[config.mk]
export PLATFORM = sky130hd
export DESIGN_NAME = config_adder
export DESIGN_NICKNAME = d
export VERILOG_FILES = /design/src/rtl/config_adder.sv
export SDC_FILE = /design/constraint.sdc
export NUM_CORES = 1
export LEC_CHECK = 0
export ABC_AREA = 1
export CELL_PAD_IN_SITES_DETAIL_PLACEMENT = 1
export CELL_PAD_IN_SITES_GLOBAL_PLACEMENT = 1
export CORE_ASPECT_RATIO = 1.75
export CORE_MARGIN = 5
export CORE_UTILIZATION = 30
export DETAILED_ROUTE_END_ITERATION = 8
export GPL_ROUTABILITY_DRIVEN = 0
export PLACE_DENSITY = 0.85
export RECOVER_POWER = 25
export REMOVE_ABC_BUFFERS = 1
export SLEW_MARGIN = 15
export SYNTH_ARGS = -nofsm -noshare
export SYNTH_HDL_FRONTEND = slang
export SYNTH_SLANG_ARGS = --single-unit
[constraint.sdc]
create_clock -name clk -period 4.5 [get_ports clk]
set_input_delay 1.125 -clock clk [delete_from_list [all_inputs] [get_ports clk]]
set_output_delay 1.125 -clock clk [all_outputs]
set_load 0.05 [all_outputs]
[src/rtl/config_adder.sv]
// Configurable-precision signed adder: one P-bit add or two independent P/2-bit
// lane adds, selected per operation, with a single registered output stage.
module config_adder #(
  parameter int P = 8
) (
  input  logic                clk,
  input  logic                rst_n,
  input  logic signed [P-1:0] a,
  input  logic signed [P-1:0] b,
  input  logic                halvedPrecision,
  input  logic                in_valid,
  output logic signed [P+1:0] sum,
  output logic                out_valid
);

  localparam int H = P / 2;

  // Full-width add: two guard bits so the result is always exact.
  function automatic logic signed [P+1:0] full_add(input logic signed [P-1:0] x,
                                                   input logic signed [P-1:0] y);
    logic signed [P+1:0] xe, ye;
    xe = {{2{x[P-1]}}, x};
    ye = {{2{y[P-1]}}, y};
    return xe + ye;
  endfunction

  function automatic logic signed [H:0] lane_add(input logic signed [H-1:0] x,
                                                 input logic signed [H-1:0] y);
    logic signed [H:0] xe, ye;
    xe = {x[H-1], x};
    ye = {y[H-1], y};
    return xe + ye;
  endfunction

  logic signed [P+1:0] sum_p0;
  logic signed [P+1:0] sum_p1;
  logic                vld_p1;

  // Stage 0: combinational add; lanes never share a carry in halved mode.
  always_comb begin
    sum_p0 = full_add(a, b);
    if (halvedPrecision)
      sum_p0 = {lane_add(a[P-1:H], b[P-1:H]), lane_add(a[H-1:0], b[H-1:0])};
  end

  // Stage 1: output register; sum holds through bubbles.
  always_ff @(posedge clk) begin
    if (!rst_n) begin
      sum_p1 <= '0;
      vld_p1 <= 1'b0;
    end else begin
      vld_p1 <= in_valid;
      if (in_valid)
        sum_p1 <= sum_p0;
    end
  end

  assign sum       = sum_p1;
  assign out_valid = vld_p1;

endmodule

==> results by group <==
Die
  – Top Ports: 31
  – Effective utilization at floorplan: 31.0%
  – Die height: 82.4 µm
  – DIE AREA: 4230 µm²
  – Die X-Extent: 51.4 µm
  – Floorplan core area: 2900 µm²
  – Number of core rows: 26

Global routing
  – Number of global-route vias before repair: 1104
  – GRT Total Usage: 13.6%
  – Wire length of the first global-routing pass: 4430 µm
  – Remaining Overflow, GRT: 0
  – Number of antenna violations at the first check in global routing: 0
  – Pin count of the biggest net entering global routing: 15

Setup path
  – Largest fanout of any net on the critical path: 3
  – Startpoint of the worst register-to-register path: sum[4]
  – R2R setup slack: 3770 ps
  – Worst reg-to-reg path cell count: 3
  – Data required time of the worst path: 4630 ps
  – Critical Path Sink Type: register
  – Critical path start-end classification: primary input to register
  – Endpoint of the most critical register-to-register path: sum[4]
  – Critical path arrival: 3000 ps
  – Worst Setup Start Kind: primary input

STA
  – Slew Limit Headroom: 66.2%
  – Maximum clock skew at final layout: 0 ps
  – Worst hold slack: 476 ps
  – Minimum setup slack in the final design: 1630 ps
  – Fin crit share: 63.8%
  – Final TNS setup: 0 ps
  – Count of endpoints failing setup in the final report: 0
  – Peak clock frequency supported by timing: 0.349 GHz
  – Total count of hold-check failures in the final report: 0
  – Final slew viol count: 0
  – Setup repair after global routing missed its margin: no
  – Measured slew at the worst slew-check pin: 506 ps
  – Final critical path time including I/O delays and setup: 2870 ps

Synthesis
  – YS warnings: 0
  – Async set-reset flop share out of synthesis: 0%
  – Predominant post-synthesis flop cell: sky130_fd_sc_hd__dfxtp_1
  – Cell area after technology mapping: 898 µm²
  – Flip-flop and latch count after synthesis: 11
  – Distinct cell type count of the synthesized netlist: 23
  – Part of the Yosys area used for sequential elements: 24.5%
  – Count of flip-flops with a built-in enable after synthesis: 0
  – Count of mapped cells out of synthesis: 134
  – Avg Cell Area, Syn: 6.70 µm²

Clocking
  – Number of H-tree levels: 1
  – Clock tree from TritonCTS: yes
  – PostCTS Resize Cnt: 0
  – Clock input transition at the sequential cells of the worst setup and hold paths: 50 ps
  – Clock insertion delay at the later pin of the skew report: 230 ps
  – Total clock sinks: 11
  – Largest buffer count on any clock path: 2
  – Buffers inserted during post-CTS setup optimization: 0
  – Buffer type at the clock tree root: sky130_fd_sc_hd__clkbuf_8
  – Quantity of hold-fixing buffers added after cts: 0
  – Number of buffers added by the clock tree synthesis step: 3

Power and ir drop
  – Relative contribution of sequential cells to total power: 31.1%
  – Power, Total: 0.356 mW
  – Proportion of power drawn by combinational gates: 41.8%
  – Cell leakage power: 0.626 nW
  – Design internal power: 0.227 mW
  – Power spent charging and discharging nets: 0.129 mW
  – Total power per unit cell area: 280 nW/µm²
  – Switch share: 36.2%
  – Share of total power in the clock network: 27.2%
  – Worst voltage drop across the vdd grid: 111 µV

Detailed routing
  – Number of DRC violations after detailed routing: 0
  – Detailed Routing Iterations Pass 1: 2
  – Final Routed Wirelength: 2580 µm
  – Via count: 984
  – Starting DRT DRC Count: 13
  – Detailed-route vias per instance: 5.05
  – Wire length per cell after detailed routing: 13.2 µm
  – Remaining antenna violation count after routing: 0

Flow run
  – Total of max-cap violations: 0

Hold path
  – Hold wc startpoint: sum[9]
  – Worst hold path stage count: 2
  – Destination of the worst hold path: sum[9]
  – Class of the tightest hold or removal check: register to register

Place
  – Number of buffer cells added on primary ports: 30
  – Setup slack after placement: 1470 ps
  – HPWL reported at the end of detailed placement: 2220 µm

Layout
  – Most frequent cells in the layout: 36 x sky130_fd_sc_hd__nand2_1, 28 x sky130_fd_sc_hd__clkdlybuf4s50_1, 20 x sky130_fd_sc_hd__inv_1
  – Number of antenna repair diodes: 0
  – Area taken by flip-flops and latches: 220 µm²
  – Multi-input gate area in the final layout: 578 µm²
  – Net count, final: 198
  – Area growth syn-to-layout: 41.2%
  – Filler cells: 385
  – Fraction of layout instances using a drive strength above 1: 8.38%
  – Leading cell type in the layout, fill and taps excluded: sky130_fd_sc_hd__nand2_1
  – Core utilization of the finished layout: 43.8%

Run status
  – Result of the run: finished clean
per-layer routing:
| metal | up-vias | wire, µm | global-route usage (%) |
|---|---|---|---|
| met5 | - | 0 | 0 |
| met2 | 26 | 1530 | 29.1 |
| met1 | 459 | 843 | 11.7 |
| li1 | 491 | - | - |
| met4 | 0 | 78 | 5.51 |
| met3 | 8 | 130 | 2.15 |
synthesized netlist by cell type (2+ instances only):
master                     n  area [µm²]
sky130_fd_sc_hd__inv_2     3        11.3
sky130_fd_sc_hd__fa_1      2        40.0
sky130_fd_sc_hd__inv_1    20        75.1
sky130_fd_sc_hd__nand2_1  36         135
sky130_fd_sc_hd__nor2_1   11        41.3
sky130_fd_sc_hd__xor2_1    4        35.0
sky130_fd_sc_hd__a21oi_2   3        26.3
sky130_fd_sc_hd__nand4_1   2        12.5
sky130_fd_sc_hd__a21oi_1   5        25.0
sky130_fd_sc_hd__nand3_1  11        55.1
sky130_fd_sc_hd__nand3_2   2        20.0
sky130_fd_sc_hd__ha_1      8         100
sky130_fd_sc_hd__dfxtp_1  11         220
sky130_fd_sc_hd__o21ai_0   7        35.0
metrics by stage:
| step | cell area, µm² | cells |
|---|---|---|
| 4_1_cts | 1270 | 195 |
| 3_5_place_dp | 1230 | 191 |
| 2_1_floorplan | 891 | 133 |
| 6_report | 1270 | 195 |
| 3_3_place_gp | 1230 | 191 |
| 5_1_grt | 1270 | 195 |
area by class of cell:
class                   count  share of cell area (%)
flip-flops and latches     11                    17.4
well taps                  28                    2.76
inverters                  24                    7.10
clock buffers               4                    3.55
multi-input cells          98                    45.6
repair buffers             30                    23.7
registers in the layout, summed over array words and instances (netlist names):
name,count
out_valid,1
sum,10
power groups by stage:
stage	logic, mW	registers, mW	clock network (mW)
global placement	0.146	0.112	0
finish	0.149	0.111	0.0966
global route	0.164	0.112	0.102
floorplan	0.0659	0.142	0
detailed placement	0.150	0.112	0
CTS	0.152	0.111	0.0987
worst max path at each step:
| stage | from | to | slack [ps] | cells past startpoint |
|---|---|---|---|---|
| final | a[0] | sum[8] | 1630 | 13 |
| after floorplan | a[0] | sum[4] | 2100 | 10 |
| after CTS | a[0] | sum[8] | 1670 | 13 |
| after global routing | a[0] | sum[8] | 1460 | 13 |
| after global placement | a[0] | sum[8] | 1560 | 13 |
| after detailed placement | a[0] | sum[8] | 1470 | 13 |
critical path, cell delays in order:
cell and delay, ps:
sky130_fd_sc_hd__dlygate4sd3_1 530, sky130_fd_sc_hd__ha_1 160, sky130_fd_sc_hd__inv_1 50, sky130_fd_sc_hd__fa_1 400
sky130_fd_sc_hd__inv_1 100, sky130_fd_sc_hd__nand2_1 60, sky130_fd_sc_hd__nand2_1 90, sky130_fd_sc_hd__and2_4 160
sky130_fd_sc_hd__nand3_1 70, sky130_fd_sc_hd__nand3_1 70, sky130_fd_sc_hd__nand3_1 70, sky130_fd_sc_hd__nand2_1 80
sky130_fd_sc_hd__inv_1 40
cell families (layout without fill, tap and decap cells):
family | after synthesis | in the layout | share of synthesized area, %
adder cells (fa/ha/maj) | 10 | 10 | 15.6
XOR/XNOR | 4 | 4 | 3.90
AO/OA/AOI/OAI | 18 | 18 | 11.7
buffers and inverters | 25 | 58 | 10.9
AND/OR/NAND/NOR | 66 | 66 | 33.4
flip-flops | 11 | 11 | 24.5
Power figures use the tool's default switching activity.
